==> src/rtl/axppa_error_monitor.sv <==
// ---------------------------------------------------------------------------
// axppa_error_monitor
//
// Streaming error-characterisation stage for a WIDTH-bit approximate
// parallel-prefix adder. Each accepted sample (in_a, in_b, in_cin,
// in_sum_approx) is compared with the exact WIDTH-bit sum. Over a run of
// num_samples samples the block accumulates:
//   - sample_count : samples accumulated
//   - err_count    : samples whose error distance is nonzero
//   - sum_ed       : saturating sum of error distances (gives MED)
//   - max_ed       : worst-case error distance (WCE)
// and then pulses done for one cycle.
//
// Ports:
//   clk, rst_n        clock, asynchronous active-low reset
//   start             begin a run (only honoured in IDLE)
//   num_samples       run length, latched on start
//   in_valid/in_ready sample handshake; transfer on in_valid & in_ready
//   in_a, in_b, in_cin operands presented to the approximate adder
//   in_sum_approx     sum the approximate adder produced
//   busy              high while running or draining the pipeline
//   done              one-cycle pulse, results valid
//   sample_count, err_count, sum_ed, max_ed   run results
//
// Pipeline: S1 captures the error distance on transfer, S2 forwards it,
// and the result registers fold it in on the following edge, so a sample
// transferred at edge E is visible on the outputs after edge E+2.
// ---------------------------------------------------------------------------
module axppa_error_monitor #(
    parameter int WIDTH = 16,
    parameter int CNT_W = 32,
    parameter int ACC_W = 48
) (
    input  logic             clk,
    input  logic             rst_n,
    input  logic             start,
    input  logic [CNT_W-1:0] num_samples,
    input  logic             in_valid,
    output logic             in_ready,
    input  logic [WIDTH-1:0] in_a,
    input  logic [WIDTH-1:0] in_b,
    input  logic             in_cin,
    input  logic [WIDTH-1:0] in_sum_approx,
    output logic             busy,
    output logic             done,
    output logic [CNT_W-1:0] sample_count,
    output logic [CNT_W-1:0] err_count,
    output logic [ACC_W-1:0] sum_ed,
    output logic [WIDTH-1:0] max_ed
);

    typedef enum logic [1:0] {
        ST_IDLE  = 2'd0,
        ST_RUN   = 2'd1,
        ST_DRAIN = 2'd2,
        ST_DONE  = 2'd3
    } state_t;

    localparam logic [CNT_W-1:0] CNT_ONE  = {{(CNT_W-1){1'b0}}, 1'b1};
    localparam logic [CNT_W-1:0] CNT_ZERO = {CNT_W{1'b0}};
    localparam logic [ACC_W-1:0] ACC_ZERO = {ACC_W{1'b0}};
    localparam logic [ACC_W-1:0] ACC_ONES = {ACC_W{1'b1}};
    localparam logic [WIDTH-1:0] W_ZERO   = {WIDTH{1'b0}};

    // Unsigned magnitude of (exact - approx); the exact sum is truncated to
    // WIDTH bits because the approximate adder has no carry-out to compare.
    function automatic logic [WIDTH-1:0] err_distance(
        input logic [WIDTH-1:0] a,
        input logic [WIDTH-1:0] b,
        input logic             cin,
        input logic [WIDTH-1:0] approx
    );
        logic [WIDTH-1:0] exact;
        exact = a + b + {{(WIDTH-1){1'b0}}, cin};
        if (exact >= approx) begin
            err_distance = exact - approx;
        end else begin
            err_distance = approx - exact;
        end
    endfunction

    // Saturating accumulate: an extra top bit catches the overflow.
    function automatic logic [ACC_W-1:0] sat_add(
        input logic [ACC_W-1:0] acc,
        input logic [WIDTH-1:0] ed
    );
        logic [ACC_W:0] ext;
        ext = {1'b0, acc} + {{(ACC_W+1-WIDTH){1'b0}}, ed};
        if (ext[ACC_W]) begin
            sat_add = ACC_ONES;
        end else begin
            sat_add = ext[ACC_W-1:0];
        end
    endfunction

    state_t           state_r;
    logic [CNT_W-1:0] num_lat_r;
    logic [CNT_W-1:0] accepted_r;
    logic             in_ready_r;
    logic             busy_r;
    logic             done_r;

    logic             s1_valid_r;
    logic [WIDTH-1:0] s1_ed_r;
    logic             s2_valid_r;
    logic [WIDTH-1:0] s2_ed_r;

    logic [CNT_W-1:0] sample_count_r;
    logic [CNT_W-1:0] err_count_r;
    logic [ACC_W-1:0] sum_ed_r;
    logic [WIDTH-1:0] max_ed_r;

    logic             xfer_s;
    logic             clear_s;
    logic [WIDTH-1:0] ed_s;
    logic [CNT_W-1:0] accepted_inc_s;

    // Handshake decode, run-start decode and S1 error distance.
    always_comb begin
        xfer_s         = in_valid & in_ready_r;
        clear_s        = (state_r == ST_IDLE) & start;
        ed_s           = err_distance(in_a, in_b, in_cin, in_sum_approx);
        accepted_inc_s = accepted_r + CNT_ONE;
    end

    // Run-control FSM with registered in_ready / busy / done.
    always_ff @(posedge clk or negedge rst_n) begin
        if (!rst_n) begin
            state_r    <= ST_IDLE;
            num_lat_r  <= CNT_ZERO;
            accepted_r <= CNT_ZERO;
            in_ready_r <= 1'b0;
            busy_r     <= 1'b0;
            done_r     <= 1'b0;
        end else begin
            case (state_r)
                ST_IDLE: begin
                    done_r <= 1'b0;
                    if (start) begin
                        num_lat_r  <= num_samples;
                        accepted_r <= CNT_ZERO;
                        in_ready_r <= (num_samples != CNT_ZERO);
                        busy_r     <= 1'b1;
                        state_r    <= ST_RUN;
                    end
                end
                ST_RUN: begin
                    if (xfer_s) begin
                        accepted_r <= accepted_inc_s;
                        // Drop in_ready on the edge of the final transfer.
                        if (accepted_inc_s >= num_lat_r) begin
                            in_ready_r <= 1'b0;
                            state_r    <= ST_DRAIN;
                        end
                    end else if (accepted_r >= num_lat_r) begin
                        // Only reachable for a zero-length run.
                        in_ready_r <= 1'b0;
                        state_r    <= ST_DRAIN;
                    end
                end
                ST_DRAIN: begin
                    if (!s1_valid_r && !s2_valid_r) begin
                        busy_r  <= 1'b0;
                        done_r  <= 1'b1;
                        state_r <= ST_DONE;
                    end
                end
                ST_DONE: begin
                    done_r  <= 1'b0;
                    state_r <= ST_IDLE;
                end
                default: begin
                    in_ready_r <= 1'b0;
                    busy_r     <= 1'b0;
                    done_r     <= 1'b0;
                    state_r    <= ST_IDLE;
                end
            endcase
        end
    end

    // Two-stage sample pipeline; it never stalls.
    always_ff @(posedge clk or negedge rst_n) begin
        if (!rst_n) begin
            s1_valid_r <= 1'b0;
            s1_ed_r    <= W_ZERO;
            s2_valid_r <= 1'b0;
            s2_ed_r    <= W_ZERO;
        end else begin
            s1_valid_r <= xfer_s;
            if (xfer_s) begin
                s1_ed_r <= ed_s;
            end
            s2_valid_r <= s1_valid_r;
            s2_ed_r    <= s1_ed_r;
        end
    end

    // Result registers: cleared on start, updated by each sample leaving S2.
    always_ff @(posedge clk or negedge rst_n) begin
        if (!rst_n) begin
            sample_count_r <= CNT_ZERO;
            err_count_r    <= CNT_ZERO;
            sum_ed_r       <= ACC_ZERO;
            max_ed_r       <= W_ZERO;
        end else if (clear_s) begin
            sample_count_r <= CNT_ZERO;
            err_count_r    <= CNT_ZERO;
            sum_ed_r       <= ACC_ZERO;
            max_ed_r       <= W_ZERO;
        end else if (s2_valid_r) begin
            sample_count_r <= sample_count_r + CNT_ONE;
            if (s2_ed_r != W_ZERO) begin
                err_count_r <= err_count_r + CNT_ONE;
            end
            sum_ed_r <= sat_add(sum_ed_r, s2_ed_r);
            if (s2_ed_r > max_ed_r) begin
                max_ed_r <= s2_ed_r;
            end
        end
    end

    assign in_ready     = in_ready_r;
    assign busy         = busy_r;
    assign done         = done_r;
    assign sample_count = sample_count_r;
    assign err_count    = err_count_r;
    assign sum_ed       = sum_ed_r;
    assign max_ed       = max_ed_r;

endmodule

==> config.mk <==
export PLATFORM = sky130hd
export DESIGN_NAME = axppa_error_monitor
export DESIGN_NICKNAME = d
export VERILOG_FILES = /design/src/rtl/axppa_error_monitor.sv
export SDC_FILE = /design/constraint.sdc
export NUM_CORES = 1
export LEC_CHECK = 0
export ABC_AREA = 1
export BUFFER_PORTS_ARGS = -buffer_cell sky130_fd_sc_hd__buf_2
export CAP_MARGIN = 20
export CORE_ASPECT_RATIO = 1.2
export CORE_MARGIN = 3
export CORE_UTILIZATION = 35
export DETAILED_ROUTE_END_ITERATION = 10
export HOLD_SLACK_MARGIN = 0.1
export RECOVER_POWER = 25
export SETUP_SLACK_MARGIN = 0.1
export SYNTH_ARGS = -nofsm -noshare
export SYNTH_HDL_FRONTEND = slang
export SYNTH_SLANG_ARGS = --single-unit
==> constraint.sdc <==
create_clock -name clk -period 3 [get_ports clk]
set_input_delay 0.6 -clock clk [delete_from_list [all_inputs] [get_ports clk]]
set_output_delay 0.6 -clock clk [all_outputs]
set_load 0.01 [all_outputs]
==> results of run 1 <==
==> power breakdown <==
part,internal (mW),switching (mW)
combinational,2.91,4.81
clock,1.98,1.42
sequential,3.83,0.628
total,8.73,6.86
==> cells in the final DEF, fill, tap and decap left out, types with 13 or more instances in the layout <==
master	count
o22ai_1	13
dfrtp_1	230
xor2_1	66
o21ai_0	131
buf_4	187
a21oi_2	17
buf_2	213
nand2_2	41
a31oi_1	13
clkbuf_16	28
ha_1	124
nand2_1	633
nand4_1	61
inv_2	21
o21ai_1	32
a21oi_1	104
inv_1	318
nor2_1	173
nor3_1	51
nand3_1	153
nor2_2	13
o31ai_1	19
nor4_1	29
ha_4	21
==> cells by family after synthesis <==
group | count (synthesis)
buffers and inverters | 400
adder cells (fa/ha/maj) | 153
flip-flops | 231
AND/OR/NAND/NOR | 1240
AO/OA/AOI/OAI | 387
XOR/XNOR | 89
==> worst min-delay path, stage by stage <==
cell and delay (ns):
buf_2 0.09, nand2_1 0.04, o21ai_0 0.05
==> worst min path at each step <==
| stage | endpoint | slack (ns) | cells after the start |
|---|---|---|---|
| 2_1_floorplan | accepted_r[0] | 0.30 | 0 |
| 3_3_place_gp | s2_ed_r[12] | 0.36 | 0 |
| 3_5_place_dp | s2_ed_r[12] | 0.37 | 0 |
| 4_1_cts | num_lat_r[4] | 0.21 | 3 |
| 5_1_grt | num_lat_r[12] | 0.25 | 3 |
| 6_report | num_lat_r[4] | 0.25 | 3 |
==> cell type report <==
cell class | instances | share of cell area [%]
multi-input cells | 1869 | 49.68
flip-flops and latches | 231 | 25.26
repair buffers | 421 | 11.95
inverters | 344 | 5.679
well taps | 637 | 3.482
clock buffers | 37 | 3.203
clock inverters | 13 | 0.7434
==> cell usage after synthesis (3+ instances only) <==
cell      number
nand2_1      674
inv_1        331
dfrtp_1      231
nor2_1       186
nand3_1      160
ha_1         148
o21ai_0      139
a21oi_1      123
xor2_1        71
nand4_1       61
nor3_1        56
clkbuf_1      29
nor4_1        29
o21ai_1       26
o31ai_1       19
xnor2_1       18
a31oi_1       15
buf_2         13
o22ai_1       13
nand3b_1      12
inv_2         11
nor3_2        11
nand2_2       10
o21bai_1      10
nand3_2        7
a211oi_1       6
a21o_1         6
nor2_2         6
nor2_4         6
o21a_1         6
buf_6          5
fa_1           5
nor3b_1        5
o21ai_2        5
buf_1          4
or2_2          4
a21oi_2        3
a22o_1         3
and3_1         3
buf_4          3
o211ai_1       3
==> routing by layer <==
metal	vias to the layer above	share of wire (%)	track usage, %
met5	-	0.040	0
met4	4	3.1	7.006
met3	103	4.4	2.739
met2	417	51	37.28
met1	8528	42	25.03
li1	9036	-	-
==> state kept, by name, summed over array words and instances, names as in the netlist <==
| signal | count |
|---|---|
| accepted_r | 32 |
| s2_ed_r | 16 |
| s1_valid_r | 1 |
| sum_ed | 48 |
| num_lat_r | 32 |
| sample_count | 32 |
| err_count | 32 |
| state_r | 2 |
| busy | 1 |
| s2_valid_r | 1 |
| max_ed | 16 |
| s1_ed_r | 16 |
| done | 1 |
| in_ready | 1 |
==> what timing repair did <==
action,4_1_cts,5_1_grt
endpoints found under the hold margin,53,0
pin swaps,22,81
setup endpoints to repair,17,18
buffers inserted,9,14
gates resized for setup,38,138
cloned,0,1
hold buffers,1,0
==> through the flow <==
step	cells	utilization, %
2_1_floorplan	2500	-
3_3_place_gp	3477	42.17
3_5_place_dp	3477	42.17
4_1_cts	3537	44.55
5_1_grt	3552	46.09
6_report	3552	46.09
==> metrics.yaml, run 1 <==
finish:
  fillers: 5034
  drive_gt1_share_pct: 23.36
  syn_to_final_growth_pct: 28.70
  register_area_mm2: 0.005782
  nNetsFinal: 3132
  finalInstanceArea_mm2: 0.02289
  multi_input_area_mm2: 0.01137
  diodes: 0
yosys:
  synth_top_area_cell: "dfrtp_1"
  synth_area_leaders: "dfrtp_1 33%, nand2_1 14%, ha_1 10%"
  ys_types: 59
  synth_seq_cells: 231
  ys_seq_area_share_pct: 32.50
  netlist.area_leader.share_pct: 32.50
  async_reset_ff_share_pct: 100.0
  synthAdderAreaFrac_pct: 10.97
  synth_nets: 2738
  synth_xor_area_share_pct: 4.383
  synth_area_mm2: 0.01779
  synth_compound_area_share_pct: 12.22
  synth_top_family_by_area: "simple AND/OR/NAND/NOR gates"
  avgSynthCellArea_um2: 7.114
  synth_edf_count: 0
  yosys_warnings: 0
  synth_flop_cell: "dfrtp_1"
  synthCells: 2500
  synthMuxAreaShare_pct: 0
  yosys.area_share.simple_pct: 31.09
cts:
  cts_root_buffer: "clkbuf_16"
  cts_tree: "built"
  clkLatencyLatePin_ns: 0.57
  clock_path_buffers: 3
  h-tree-depth: 1
  clk_pin_slew_ns: 0.06
  cts_sinks: 231
  cts_buffers: 27
placed_design:
  gp_congestion: 0.9696
  post-place-ws_ns: -0.6213
  dp_hpwl_um: 44520
  numPortBuffers: 215
  placed_area_mm2: 0.02094
timing:
  max_freq_ghz: 0.3446
  min_period_ns: 2.902
  tns_ns: 0
  drv_slew: 57
  slew_headroom_pct: -11.19
  timing.final.crit_share_pct: 96.72
  tightest_slew_ns: 1.668
  finalSetupViolCount: 0
  hold_violations: 0
  skew_ns: 0.02889
  rsz0062_at_grt: "yes"
  hold_ws_ns: 0.2458
  fin_ws_ns: 0.09847
critical_path:
  crit_path_end: "s1_ed_r[10]"
  crit_buf_inv: 5
  crit_chain: "buf_2 > ha_4 > inv_1 > nor3_4 > a21oi_4 > o21ai_4 > buf_4 > xor2_4 > ha_4 > nand2_2 > nor2_2 > nor2_2 > nand2_4 > o21ai_4 > inv_2 > nor2_4 > clkbuf_16 > nand2_1 > a31oi_1"
  end_kind: "register"
  cp.depth: 19
  cp.required_ns: 3.47
  critPathMaxFanout: 6
  cp_slowest_cell: "ha_4"
  r2r-end: "state_r[1]"
  arrival_ns: 3.37
  critical-path-top-delay-family: "simple AND/OR/NAND/NOR gates"
  reg2reg_depth: 20
  rrSetupSlack_ns: 0.11
  cpPeakStageDelay_ns: 0.26
  startpoint_type: "input pin"
  setup.worst_path.class: "input pin to register"
  critPathLaunch: "in_b[3]"
  reg2reg_from: "accepted_r[2]"
run_status:
  status: "finished with violations"
  failed_checks: "capacitance limit, slew limit"
die:
  core_mm2: 0.04967
  die_h_um: 252.9
  start_util_pct: 35.81
  chipWidth_um: 211.8
  dieArea_mm2: 0.05357
  io_pins: 216
  placementRows: 89
global_route:
  antenna_found_initial: 2
  grt_pass1_vias: 17810
  grt_pass1_wl_um: 90590
  grt_max_degree: 109
  grt_remaining_overflow: 0
  grtUsageTotal_pct: 20.57
routing:
  drt-total-wl_um: 57050
  wl_per_cell_um: 16.06
  viasPerCell: 5.092
  postRouteAntennaNets: 0
  vias: 18090
  drt_iter0_drc: 1095
  route.detailed.drc: 0
  drt_pass1_iterations: 5
flow_run:
  maxCapViolCount: 1
power:
  ir_drop_uv: 532.3
  finalPower_mw: 15.59
  p_per_area_mw_per_mm2: 681.0
  p_leak_nw: 11.51
worst_hold_path:
  hp-start: "num_samples[4]"
  hold_path_class: "input pin to register"
Note: power is estimated with default switching activity, not from simulation.
==> inputs of run 2 (changes only) <==
Settings changed: PLACE_DENSITY_LB_ADDON set to 0.2.
==> metrics.yaml, run 2 (synthesis gave the netlist of run 1 again) <==
cts:
  cts_tree: "built"
  cts_sinks: 231
  cts_root_buffer: "clkbuf_16"
  cts_buffers: 28
  clkLatencyLatePin_ns: 0.58
  clock_path_buffers: 3
  h-tree-depth: 1
  clk_pin_slew_ns: 0.06
power:
  clkPwrFrac_pct: 22.7
  p_sw_mw: 6.918
  p_leak_nw: 11.68
  seqPwrFrac_pct: 28.1
  p_per_area_mw_per_mm2: 687.9
  ir_drop_uv: 488.7
  internal_power_mw: 8.996
  netSwitchingFraction_pct: 43.47
  share_comb_of_total_power_pct: 49.2
global_route:
  gr-usage-met2_pct: 39.76
  antenna_found_initial: 1
  grt_remaining_overflow: 0
  grt_pass1_wl_um: 92430
  grtUsageTotal_pct: 21.13
  busiest_layer: "met2"
  grtUsageMet1_pct: 25.27
  grt_pass1_vias: 18100
  grt_use_met3_pct: 2.404
  grt_max_degree: 109
routing:
  drt_pass1_iterations: 5
  drt-total-wl_um: 58110
  route.detailed.drc: 0
  postRouteAntennaNets: 0
  drt_iter0_drc: 913
  vias: 18100
  wl_per_cell_um: 16.29
  viasPerCell: 5.073
worst_hold_path:
  hold_path_class: "input pin to register"
  hp-start: "num_samples[12]"
critical_path:
  setup.worst_path.class: "input pin to register"
  critPathLaunch: "in_cin"
  cp.required_ns: 3.38
  critical-path-top-delay-family: "adder cells"
  crit_top_cell: "inv_2"
  startpoint_type: "input pin"
  critPathMaxFanout: 7
  end_kind: "register"
  crit_buf_inv: 9
  cp_slowest_cell: "fa_2"
  arrival_ns: 3.39
  crit_chain: "buf_6 > fa_2 > inv_2 > fa_2 > inv_2 > a21oi_4 > buf_6 > inv_1 > nand3_1 > nand3_1 > nand2_2 > inv_2 > ha_4 > nand2_2 > nor3_4 > o21ai_4 > inv_2 > nor2_4 > buf_12 > clkbuf_16 > nand2_2 > a31oi_1"
  reg2reg_from: "accepted_r[1]"
  cpPeakStageDelay_ns: 0.40
flow_run:
  maxCapViolCount: 1
finish:
  final_cell_mix: "625 x nand2_1, 313 x inv_1, 230 x dfrtp_1"
  largest_register_ffs: 48
  drive_gt1_share_pct: 24.26
  nNetsFinal: 3149
  syn_to_final_growth_pct: 30.07
  finalInstanceArea_mm2: 0.02313
  fillers: 4990
  layout_commonest_cell: "nand2_1"
  diodes: 0
timing:
  finalSetupViolCount: 6
  min_period_ns: 3.009
  tightest_slew_ns: 2.308
  skew_ns: 0.04172
  tns_ns: -0.02503
  max_freq_ghz: 0.3323
  fin_ws_ns: -0.008970
  hold_violations: 0
  slew_headroom_pct: -53.89
  drv_slew: 82
  rsz0062_at_grt: "yes"
  timing.final.crit_share_pct: 100.3
die:
  chipWidth_um: 211.8
  io_pins: 216
  placementRows: 89
  start_util_pct: 35.81
  die_h_um: 252.9
  dieArea_mm2: 0.05357
  core_mm2: 0.04967
run_status:
  failed_checks: "capacitance limit, slew limit, setup timing"
  status: "finished with violations"
placed_design:
  numPortBuffers: 215
  placed_area_mm2: 0.02102
  gp_congestion: 0.9193
  post-place-ws_ns: -0.6449
  dp_hpwl_um: 45390
==> run 2: cell types whose count changed in the layout (fill, tap and decap cells not counted), sizes merged <==
cell,delta
buf,+18
clkinvlp,-3
bufinv,+1
==> run 2: layout make-up <==
cell class	instances	area [um2]	area share [%]
Timing Repair Buffer	437	2865	12.39
Inverter	344	1310	5.663
Clock buffer	39	802.0	3.467
Tap cell	637	797.0	3.445
Multi-Input combinational cell	1869	11410	49.31
Clock inverter	11	170.2	0.7356
Sequential cell	231	5782	24.99
==> run 2: repair_timing <==
item                                    4_1_cts  5_1_grt
cloned                                        0        1
gates resized for setup                      68      136
hold endpoints to repair                     55        0
hold buffers                                  1        0
setup buffers                                16       15
pin swaps                                    31       85
endpoints found under the setup margin       18       25
==> run 2: final timing paths <==
kind,to,slack (ns),cells past startpoint
min,num_lat_r[12],0.24,3
max in group asynchronous,in_ready,0.25,3
min reg2reg,s2_valid_r,0.37,0
max,s1_ed_r[8],-0.009,22
min in group asynchronous,sum_ed[23],1.28,2
max reg2reg,state_r[0],0,21
==> run 2: worst register-to-register path: stages (launching register included) <==
cell and delay (ns):
dfrtp_1 0.43, ha_4 0.18, nand3_4 0.08, nor2_4 0.15
nand3_4 0.09, nor4_4 0.32, nand2_1 0.11, buf_4 0.15
buf_4 0.12, nand2_1 0.07, inv_1 0.05, ha_1 0.17
a21oi_1 0.15, o21a_1 0.13, nor2_1 0.05, nor2_1 0.11
nand2_2 0.08, nand2_2 0.08, nand2_4 0.08, buf_6 0.12
nand4_1 0.08, nand2_1 0.06
==> run 2: through the flow <==
stage / hold slack (ns) / utilization (%) / power (mW) / instances
after floorplan: 0.3044 / - / 9.045 / 2500
after global placement: 0.3609 / 42.33 / 11.62 / 3486
after detailed placement: 0.3651 / 42.33 / 11.78 / 3486
after CTS: 0.2009 / 45.20 / 15.64 / 3553
after global routing: 0.2198 / 46.58 / 17.20 / 3568
final: 0.2445 / 46.58 / 15.91 / 3568
==> run 2: power groups by stage <==
stage	registers, mW	clock network [mW]	logic, mW
after floorplan	4.38	0	4.66
after global placement	4.50	0	7.13
after detailed placement	4.52	0	7.25
after CTS	4.47	3.73	7.44
after global routing	4.57	3.83	8.80
final	4.47	3.61	7.83
==> run 2: layer usage <==
metal	share of wire (%)	routed length, um	vias up
li1	-	-	9075
met2	52	30270	379
met5	0.034	20	-
met1	41	24080	8552
met3	3.8	2189	94
met4	2.7	1547	2
==> inputs of run 3 (changes only) <==
Clock period 3 ns to 2.8 ns, I/O delays scaled along.
==> metrics.yaml, run 3 (synthesis gave the netlist of run 1 again) <==
power:
  finalPower_mw: 17.67
  seqPwrFrac_pct: 26.9
  share_comb_of_total_power_pct: 50.3
  internal_power_mw: 9.991
  p_leak_nw: 12.06
  p_per_area_mw_per_mm2: 737.7
  ir_drop_uv: 675.0
  p_sw_mw: 7.683
  clkPwrFrac_pct: 22.7
  netSwitchingFraction_pct: 43.47
critical_path:
  critPathLaunch: "in_a[3]"
  critPathMaxFanout: 4
  crit_top_cell: "buf_4"
  end_kind: "register"
  cp.required_ns: 3.29
  startpoint_type: "input pin"
  cpPeakStageDelay_ns: 0.27
  crit_chain: "buf_6 > ha_4 > inv_4 > nor3_4 > a21oi_4 > o21ai_4 > a31oi_4 > xnor2_2 > ha_4 > buf_4 > buf_4 > nand2_4 > inv_4 > a21oi_4 > buf_4 > nand3_2 > xor2_2 > nand2_4 > a31oi_1"
  reg2reg_from: "accepted_r[3]"
  cp_slowest_cell: "ha_4"
  arrival_ns: 3.38
  setup.worst_path.class: "input pin to register"
global_route:
  gr-usage-met2_pct: 40.91
  grt_pass1_vias: 18640
  grt_use_met3_pct: 2.800
  grt_pass1_wl_um: 95280
  antenna_found_initial: 1
  busiest_layer: "met2"
  grtUsageMet1_pct: 25.53
  grtUsageTotal_pct: 21.72
  grt_max_degree: 109
  grt_remaining_overflow: 0
die:
  die_h_um: 252.9
  placementRows: 89
  io_pins: 216
  core_mm2: 0.04967
  start_util_pct: 35.81
  chipWidth_um: 211.8
  dieArea_mm2: 0.05357
timing:
  min_period_ns: 2.885
  hold_ws_ns: 0.1982
  hold_violations: 0
  finalSetupViolCount: 16
  fin_ws_ns: -0.08546
  slew_headroom_pct: 12.05
  tightest_slew_ns: 1.319
  skew_ns: 0.02589
  rsz0062_at_grt: "yes"
  max_freq_ghz: 0.3466
  drv_slew: 0
  timing.final.crit_share_pct: 103.1
cts:
  cts_sinks: 231
  clkLatencyLatePin_ns: 0.59
  clock_path_buffers: 3
  cts_buffers: 29
  clk_pin_slew_ns: 0.06
  cts_root_buffer: "clkbuf_16"
  cts_tree: "built"
  h-tree-depth: 1
routing:
  drt_pass1_iterations: 5
  vias: 18460
  wl_per_cell_um: 16.53
  postRouteAntennaNets: 0
  route.detailed.drc: 0
  drt-total-wl_um: 59900
  drt_iter0_drc: 1024
  viasPerCell: 5.095
placed_design:
  dp.cells: 3521
  placed_area_mm2: 0.02131
  numPortBuffers: 215
  dp_hpwl_um: 45880
  gp_congestion: 0.9203
finish:
  fillers: 4959
  largest_register_ffs: 48
  layout_commonest_cell: "nand2_1"
  syn_to_final_growth_pct: 34.70
  drive_gt1_share_pct: 27.62
  final_cell_mix: "612 x nand2_1, 310 x inv_1, 247 x buf_4"
  finalNonFillerCells: 3624
  finalInstanceArea_mm2: 0.02396
  nNetsFinal: 3202
  diodes: 0
flow_run:
  maxCapViolCount: 0
run_status:
  failed_checks: "setup timing"
  status: "finished with violations"
worst_hold_path:
  hold_path_class: "input pin to register"
  hp-start: "num_samples[9]"
run 3: cell types whose count changed in the layout (fill, tap and decap cells not counted), moves of 5 or more:
cell	before	now
a21oi_1	112	99
a21oi_2	9	22
buf_2	213	206
buf_4	204	247
buf_6	11	21
clkbuf_8	6	13
ha_4	19	24
nand2_1	625	612
nand2_2	46	57
nor2_1	169	162
nor2_2	14	21
run 3: cell type report:
class | instances | area [um2] | area share (%)
Sequential cell | 231 | 5784 | 24.14
Timing Repair Buffer | 489 | 3359 | 14.02
Clock buffer | 45 | 915.9 | 3.823
Clock inverter | 9 | 122.6 | 0.5118
Inverter | 344 | 1308 | 5.457
Multi-Input combinational cell | 1869 | 11670 | 48.72
Tap cell | 637 | 797.0 | 3.327
run 3: final timing paths:
| path | end | slack [ns] | cells past startpoint |
|---|---|---|---|
| max | s1_ed_r[11] | -0.09 | 19 |
| max reg2reg | state_r[0] | -0.07 | 18 |
| max in group asynchronous | accepted_r[2] | 0.34 | 3 |
| min reg2reg | s2_valid_r | 0.37 | 0 |
| min | num_lat_r[9] | 0.20 | 3 |
| min in group asynchronous | sum_ed[46] | 0.82 | 2 |
run 3: power by group through the flow:
stage,registers [mW],clock network [mW],logic (mW)
2_1_floorplan,4.70,0,4.99
3_3_place_gp,4.80,0,7.82
3_5_place_dp,4.83,0,7.95
4_1_cts,4.78,4.14,8.50
5_1_grt,4.86,4.28,9.92
6_report,4.76,4.01,8.90
run 3: critical path: cells and delay by family:
family,cells,cell delay [ns]
xor gates and xnor gates,2,0.47
adders and majority gates,2,0.53
buffers and inverters,6,0.58
and+or+nand+nor,4,0.45
AOI/OAI and AO/OA,5,0.78
run 3: layer usage:
layer,wire length [um],share of wire [%],vias to the layer above
met4,1787,3.0,2
li1,-,-,9178
met1,24450,41,8785
met2,31180,52,379
met3,2471,4.1,119
met5,13,0.022,-
run 3: repair_timing:
item / 4_1_cts / 5_1_grt
cloned: 2 / 0
hold buffers: 1 / 0
endpoints found under the hold margin: 42 / 0
gates resized for setup: 135 / 141
pin swaps: 85 / 98
setup buffers: 35 / 14
endpoints found under the setup margin: 18 / 34
run 3: metrics by stage:
step                      util, %  setup TNS [ns]  setup slack (ns)
after global placement      42.90          -10.86           -0.7132
after global routing        48.24          -2.945           -0.2250
after CTS                   46.92         -0.4053          -0.09825
after floorplan                 -          -6.457           -0.4392
final                       48.24         -0.7783          -0.08546
after detailed placement    42.90          -11.85           -0.7693
